==> src/rtl/alu_sched_if.sv <==
// Requester, response and ALU-drive bundle for alu_sched.
// slave = scheduler side, master = requester/ALU side.
interface alu_sched_if;
   logic        req0_valid, req1_valid;
   logic        req0_ready, req1_ready;
   logic [31:0] req0_a, req1_a, req0_b, req1_b;
   logic [7:0]  req0_op, req1_op;
   logic        rsp0_valid, rsp1_valid;
   logic        rsp0_ready, rsp1_ready;
   logic [31:0] rsp_result;
   logic [5:0]  rsp_flags;
   logic        rsp_err;
   logic [31:0] alu_a, alu_b, alu_out;
   logic [7:0]  alu_op;
   logic [5:0]  alu_flags;
   logic        busy;

   modport slave (
      input  req0_valid, req1_valid, req0_a, req1_a, req0_b, req1_b, req0_op, req1_op,
      input  rsp0_ready, rsp1_ready, alu_out, alu_flags,
      output req0_ready, req1_ready, rsp0_valid, rsp1_valid, rsp_result, rsp_flags, rsp_err,
      output alu_a, alu_b, alu_op, busy
   );

   modport master (
      output req0_valid, req1_valid, req0_a, req1_a, req0_b, req1_b, req0_op, req1_op,
      output rsp0_ready, rsp1_ready, alu_out, alu_flags,
      input  req0_ready, req1_ready, rsp0_valid, rsp1_valid, rsp_result, rsp_flags, rsp_err,
      input  alu_a, alu_b, alu_op, busy
   );
endinterface

==> src/rtl/alu_sched.sv <==
// Round-robin scheduler granting two requesters access to a registered ALU.
// Optional illegal-opcode rejection is enabled by defining ALU_SCHED_OPCHECK_EN.
module alu_sched #(
   parameter int ALU_LAT = 1
) (
   input logic        clk,
   input logic        rst,
   alu_sched_if.slave bus
);
   localparam int CW = $clog2(ALU_LAT + 1);

   typedef enum logic [1:0] {S_IDLE, S_EXEC, S_RESP} state_t;

   state_t        r_state, w_next;
   logic          r_last, r_gnt;
   logic [CW-1:0] r_cnt;
   logic [31:0]   r_a, r_b, r_res;
   logic [7:0]    r_op;
   logic [5:0]    r_flags;
   logic          w_gnt0, w_sel, w_acc, w_take, w_illegal;
   logic [31:0]   w_a, w_b;
   logic [7:0]    w_op;

   // Tie goes to the requester not granted last; r_last resets to 1 so req0 wins first.
   assign w_gnt0 = bus.req0_valid && (!bus.req1_valid || r_last);
   assign w_sel  = !w_gnt0;
   assign w_a    = w_sel ? bus.req1_a  : bus.req0_a;
   assign w_b    = w_sel ? bus.req1_b  : bus.req0_b;
   assign w_op   = w_sel ? bus.req1_op : bus.req0_op;
   assign w_take = r_gnt ? bus.rsp1_ready : bus.rsp0_ready;

`ifdef ALU_SCHED_OPCHECK_EN
   logic r_err;

   always_comb begin
      case (w_op)
         8'h01, 8'h03, 8'h04, 8'h05, 8'h06,
         8'h07, 8'h08, 8'h09, 8'h0A: w_illegal = 1'b0;
         default:                    w_illegal = 1'b1;
      endcase
   end

   always_ff @(posedge clk or posedge rst) begin
      if (rst)
         r_err <= 1'b0;
      else if (r_state == S_IDLE && w_acc)
         r_err <= w_illegal;
   end

   assign bus.rsp_err = r_err;
`else
   assign w_illegal   = 1'b0;
   assign bus.rsp_err = 1'b0;
`endif

   always_ff @(posedge clk or posedge rst) begin
      if (rst) r_state <= S_IDLE;
      else     r_state <= w_next;
   end

   always_comb begin
      w_next         = r_state;
      w_acc          = 1'b0;
      bus.req0_ready = 1'b0;
      bus.req1_ready = 1'b0;
      bus.rsp0_valid = 1'b0;
      bus.rsp1_valid = 1'b0;
      case (r_state)
         S_IDLE: begin
            w_acc          = (bus.req0_valid || bus.req1_valid) && !rst;
            bus.req0_ready = w_acc && !w_sel;
            bus.req1_ready = w_acc && w_sel;
            if (w_acc) w_next = w_illegal ? S_RESP : S_EXEC;
         end
         S_EXEC: if (r_cnt == '0) w_next = S_RESP;
         S_RESP: begin
            bus.rsp0_valid = !r_gnt;
            bus.rsp1_valid = r_gnt;
            if (w_take) w_next = S_IDLE;
         end
         default: w_next = S_IDLE;
      endcase
   end

   // Operands stay frozen through EXEC; counter zero marks alu_out as valid for capture.
   always_ff @(posedge clk or posedge rst) begin
      if (rst) begin
         r_last  <= 1'b1;
         r_gnt   <= 1'b0;
         r_cnt   <= '0;
         r_a     <= '0;
         r_b     <= '0;
         r_op    <= 8'h00;
         r_res   <= '0;
         r_flags <= '0;
      end else begin
         case (r_state)
            S_IDLE: if (w_acc) begin
               r_gnt  <= w_sel;
               r_last <= w_sel;
               r_cnt  <= CW'(ALU_LAT);
               if (w_illegal) begin
                  r_res   <= '0;
                  r_flags <= '0;
               end else begin
                  r_a  <= w_a;
                  r_b  <= w_b;
                  r_op <= w_op;
               end
            end
            S_EXEC: begin
               if (r_cnt == '0) begin
                  r_res   <= bus.alu_out;
                  r_flags <= bus.alu_flags;
                  r_op    <= 8'h00;
               end else begin
                  r_cnt <= r_cnt - 1'b1;
               end
            end
            default: ;
         endcase
      end
   end

   assign bus.alu_a      = r_a;
   assign bus.alu_b      = r_b;
   assign bus.alu_op     = r_op;
   assign bus.rsp_result = r_res;
   assign bus.rsp_flags  = r_flags;
   assign bus.busy       = (r_state != S_IDLE);
endmodule

==> src/flat_wrapper.sv <==
// flat-port wrapper written by rule: the top's interface ports become plain ports
module alu_sched_flat 
#(
   parameter int ALU_LAT = 1
)
  (clk, rst, bus_req0_valid, bus_req1_valid, bus_req0_a, bus_req1_a, bus_req0_b, bus_req1_b, bus_req0_op, bus_req1_op, bus_rsp0_ready, bus_rsp1_ready, bus_alu_out, bus_alu_flags, bus_req0_ready, bus_req1_ready, bus_rsp0_valid, bus_rsp1_valid, bus_rsp_result, bus_rsp_flags, bus_rsp_err, bus_alu_a, bus_alu_b, bus_alu_op, bus_busy);
  alu_sched_if bus_i ();
  input logic clk;
  input logic rst;
  input wire logic [$bits(bus_i.req0_valid)-1:0] bus_req0_valid;
  input wire logic [$bits(bus_i.req1_valid)-1:0] bus_req1_valid;
  input wire logic [$bits(bus_i.req0_a)-1:0] bus_req0_a;
  input wire logic [$bits(bus_i.req1_a)-1:0] bus_req1_a;
  input wire logic [$bits(bus_i.req0_b)-1:0] bus_req0_b;
  input wire logic [$bits(bus_i.req1_b)-1:0] bus_req1_b;
  input wire logic [$bits(bus_i.req0_op)-1:0] bus_req0_op;
  input wire logic [$bits(bus_i.req1_op)-1:0] bus_req1_op;
  input wire logic [$bits(bus_i.rsp0_ready)-1:0] bus_rsp0_ready;
  input wire logic [$bits(bus_i.rsp1_ready)-1:0] bus_rsp1_ready;
  input wire logic [$bits(bus_i.alu_out)-1:0] bus_alu_out;
  input wire logic [$bits(bus_i.alu_flags)-1:0] bus_alu_flags;
  output wire logic [$bits(bus_i.req0_ready)-1:0] bus_req0_ready;
  output wire logic [$bits(bus_i.req1_ready)-1:0] bus_req1_ready;
  output wire logic [$bits(bus_i.rsp0_valid)-1:0] bus_rsp0_valid;
  output wire logic [$bits(bus_i.rsp1_valid)-1:0] bus_rsp1_valid;
  output wire logic [$bits(bus_i.rsp_result)-1:0] bus_rsp_result;
  output wire logic [$bits(bus_i.rsp_flags)-1:0] bus_rsp_flags;
  output wire logic [$bits(bus_i.rsp_err)-1:0] bus_rsp_err;
  output wire logic [$bits(bus_i.alu_a)-1:0] bus_alu_a;
  output wire logic [$bits(bus_i.alu_b)-1:0] bus_alu_b;
  output wire logic [$bits(bus_i.alu_op)-1:0] bus_alu_op;
  output wire logic [$bits(bus_i.busy)-1:0] bus_busy;
  assign bus_i.req0_valid = bus_req0_valid;
  assign bus_i.req1_valid = bus_req1_valid;
  assign bus_i.req0_a = bus_req0_a;
  assign bus_i.req1_a = bus_req1_a;
  assign bus_i.req0_b = bus_req0_b;
  assign bus_i.req1_b = bus_req1_b;
  assign bus_i.req0_op = bus_req0_op;
  assign bus_i.req1_op = bus_req1_op;
  assign bus_i.rsp0_ready = bus_rsp0_ready;
  assign bus_i.rsp1_ready = bus_rsp1_ready;
  assign bus_i.alu_out = bus_alu_out;
  assign bus_i.alu_flags = bus_alu_flags;
  assign bus_req0_ready = bus_i.req0_ready;
  assign bus_req1_ready = bus_i.req1_ready;
  assign bus_rsp0_valid = bus_i.rsp0_valid;
  assign bus_rsp1_valid = bus_i.rsp1_valid;
  assign bus_rsp_result = bus_i.rsp_result;
  assign bus_rsp_flags = bus_i.rsp_flags;
  assign bus_rsp_err = bus_i.rsp_err;
  assign bus_alu_a = bus_i.alu_a;
  assign bus_alu_b = bus_i.alu_b;
  assign bus_alu_op = bus_i.alu_op;
  assign bus_busy = bus_i.busy;
  alu_sched #(.ALU_LAT(ALU_LAT)) u_core (.clk(clk), .rst(rst), .bus(bus_i));
endmodule
==> config.mk <==
export PLATFORM = sky130hd
export DESIGN_NAME = alu_sched_flat
export DESIGN_NICKNAME = d
export VERILOG_FILES = /design/src/rtl/alu_sched_if.sv /design/src/rtl/alu_sched.sv /design/src/flat_wrapper.sv
export SDC_FILE = /design/constraint.sdc
export NUM_CORES = 1
export LEC_CHECK = 0
export CAP_MARGIN = 20
export CORE_MARGIN = 3
export CORE_UTILIZATION = 35
export CTS_BUF_LIST = sky130_fd_sc_hd__clkbuf_4
export CTS_CLUSTER_SIZE = 8
export DETAILED_ROUTE_END_ITERATION = 6
export GPL_TIMING_DRIVEN = 0
export PLACE_DENSITY_LB_ADDON = 0.1
export SYNTH_ARGS = -nofsm -noshare
export SYNTH_HDL_FRONTEND = slang
export SYNTH_SLANG_ARGS = --single-unit
==> constraint.sdc <==
create_clock -name clk -period 4 [get_ports clk]
set_input_delay 0.8 -clock clk [delete_from_list [all_inputs] [get_ports clk]]
set_output_delay 0.8 -clock clk [all_outputs]
set_load 0.01 [all_outputs]
==> metrics <==
status=finished, final reports clean; Die Width=125 um; DRC Markers=0; vias in the first global route=between 4k and 5k; Setup CP Type=primary input to output pin; Fin Clk Skew=about 0.016 ns; Internal=around 4 mW; Worst Path Arrival=roughly 2.9 ns; synthesized area=between 4000 and 5000 um^2; initial antenna violation count=1; Die Ht=about 120 um; ANT nets after route=0; fmax=between 200 and 300 MHz; crit-path cells=clkdlybuf4s50_1 > nor3_1 > and3_1 > buf_2 > buf_2 > clkdlybuf4s50_1; PwrDens=704 nW/um^2; # hold bufs at CTS=0; WP data required=approximately 3.2 ns; final worst slack=0.276 ns; clock power share=between 10% and 20%; Util after Layout=roughly 62%; total number of yosys warnings=0; P_leak=between 3 and 4 nW; Die Area=15600 um^2; largest net degree at the start of global routing=80; Clock Sinks=roughly 120; Syn-to-layout area delta=70.9%; Worst-Skew Late Latency=about 0.53 ns; max capacitance violation total=0; Setup crit start kind=primary input; Layout Cells excl Fill=slightly below 900; clock-pin slew on the worst setup and hold paths=about 0.090 ns; worst slack at placement=roughly 0.29 ns; minimum clock period=approximately 3.7 ns; estimated wirelength of the detail-placed design=13100 um; global placer's final weighted congestion=approximately 0.79; routed wire length=17100 um; endpoint class of the critical path=output pin; Fill cells=between 1k and 1.5k; part of the power in registers=between 30% and 40%; cell count after placement=between 800 and 900; grt total ovfl=0; CTS HTree Levels=4; Worst-Margin Slew=~0.87 ns; vias=4513; Placed Area=slightly above 8000 um^2; FP Rows=42; Buffers on Ports=between 300 and 400; post-CTS sizing=0; Root Buffer=clkbuf_4; Relative slew margins=about two fifths; critical path's largest stage delay=0.61 ns; CTS tree=yes; P_sw=roughly 2.0 mW; first-pass GRT wire length=roughly 27000 um; Syn Nets=roughly 550; Yosys reg bits=about 120; Final Hold Viols=0; postcts setup bufs=0; WHS=between 0.5 and 0.6 ns; layout cells sized above 1=14.0%; I/O pins=304; Final Setup Violations=0; DR pass1 iterations=4; Seq/Total Area, Yosys=between 50% and 60%; peak supply drop=0.000310 V; Initial DRC Count=219; worst hold path class=register to register; Synth Instances=359; Post-Syn Area per Cell=approximately 14 um^2; Pins Over Slew Limit=0; final worst-path cycle share=just over 90%; Synth cell types=27; GRT Util Overall=about 22%; drt via density=slightly above 5; CTS buffer count=17; post-layout net count=869; Clock Path Buffers=2; Worst path slowest cell=clkdlybuf4s50_1; WL/cell=around 20 um; RSZ-0062 raised after global routing=false; Switching Fraction=roughly 33%; Max FO, Critical Path=10; Logic pwr share=52.8%; core area=~14000 um^2; Final Instance Area=between 8000 and 9000 um^2; Initial Util=between 30% and 40%
cells by family after synthesis:
kind of cell	Yosys count	share of synthesized area (%)
muxes	39	8.84
DFF	115	58.1
and+or+nand+nor	16	1.79
buffers and inverters	39	4.72
other	1	0.0757
AOI/OAI and AO/OA	149	26.5
cell usage after synthesis:
cell,instances,share of area (%)
nand2_1,4,0.30
o21a_1,66,10
nor3_1,1,0.10
buf_2,19,1.9
clkbuf_1,8,0.61
inv_1,2,0.15
o21ai_0,3,0.30
mux2i_1,1,0.20
or3b_1,1,0.18
nor2_1,2,0.15
or3_1,1,0.13
nand2b_1,2,0.25
nor3b_1,1,0.15
dfrtp_1,114,58
buf_6,8,1.8
conb_1,1,0.076
or2_2,1,0.13
and3b_1,1,0.18
inv_2,1,0.076
mux2_1,2,0.45
o211a_1,8,1.6
nand3_1,1,0.10
mux2_2,36,8.2
buf_4,1,0.15
dfstp_2,1,0.53
and3_1,1,0.13
a221o_1,72,15
layout by cell type (no fill, tap or decap), types with 2 or more instances in the layout:
cell type	netlist	final
clkdlybuf4s50_1	0	302
mux2_1	2	2
buf_2	19	19
clkinv_1	0	4
clkinv_2	0	5
a221o_1	72	72
mux2_2	36	36
o21ai_0	3	3
nand2_1	4	4
o211a_1	8	8
clkbuf_4	0	19
clkinvlp_4	0	2
nor2_1	2	2
dfrtp_1	114	114
clkbuf_1	8	8
nand2b_1	2	2
buf_6	8	8
o21a_1	66	66
routing by layer:
layer  share of wire, %  track usage (%)
met4                2.6             8.48
met1                 39             25.3
met3                7.3             6.57
met5                  0                0
met2                 51             37.3
critical path: cells and delay by family:
family,cells,cell delay (ns)
buffers and inverters,4,1.64
and+or+nand+nor,2,0.47
through the flow:
stage / setup TNS [ns] / total power, mW
final: 0 / 5.96
after floorplan: 0 / 3.57
after global placement: -183.12 / 5.18
after global routing: 0 / 6.33
after CTS: 0 / 6.03
after detailed placement: 0 / 5.27
state kept, by name, summed over array words and instances (netlist names):
register,count
u_core.bus.rsp_flags,6
u_core.r_state,2
u_core.bus.alu_b,32
u_core.r_last,1
u_core.r_gnt,1
u_core.r_cnt,1
u_core.bus.alu_op,8
u_core.bus.alu_a,32
u_core.bus.rsp_result,32
final cells by class:
type                    instances  area (um^2)  area share (%)
clock inverters                13         93.8            1.11
inverters                       3         16.3           0.192
diodes                          1         2.50          0.0295
flip-flops and latches        115         2880            34.0
well taps                     176          220            2.60
plain buffers                  36          223            2.63
repair buffers                303         3050            36.0
clock buffers                  19          143            1.68
multi-input cells             205         1840            21.7
final timing paths:
kind / endpoint / startpoint / slack (ns) / cells after the start
worst min-delay path: u_core.bus.rsp_result[27] / u_core.bus.rsp_result[27] / 0.51 / 1
worst max-delay path: bus_req1_ready / rst / 0.28 / 6
worst max register to register: u_core.bus.alu_op[7] / u_core.r_state[0] / 2.21 / 5
min in group asynchronous: u_core.bus.alu_a[5] / rst / 0.68 / 2
worst min register to register: u_core.bus.rsp_result[27] / u_core.bus.rsp_result[27] / 0.51 / 1
max in group asynchronous: u_core.r_last / rst / 2.60 / 3
power by group through the flow:
stage               Combinational (mW)  Sequential (mW)  Clock [mW]
floorplan                         1.26             2.31           0
global placement                  3.13             2.06           0
detailed placement                3.18             2.08           0
CTS                               3.19             2.07       0.772
global route                      3.36             2.14       0.821
finish                            3.15             2.07       0.743
No activity file was read; power rests on OpenSTA's default activity.
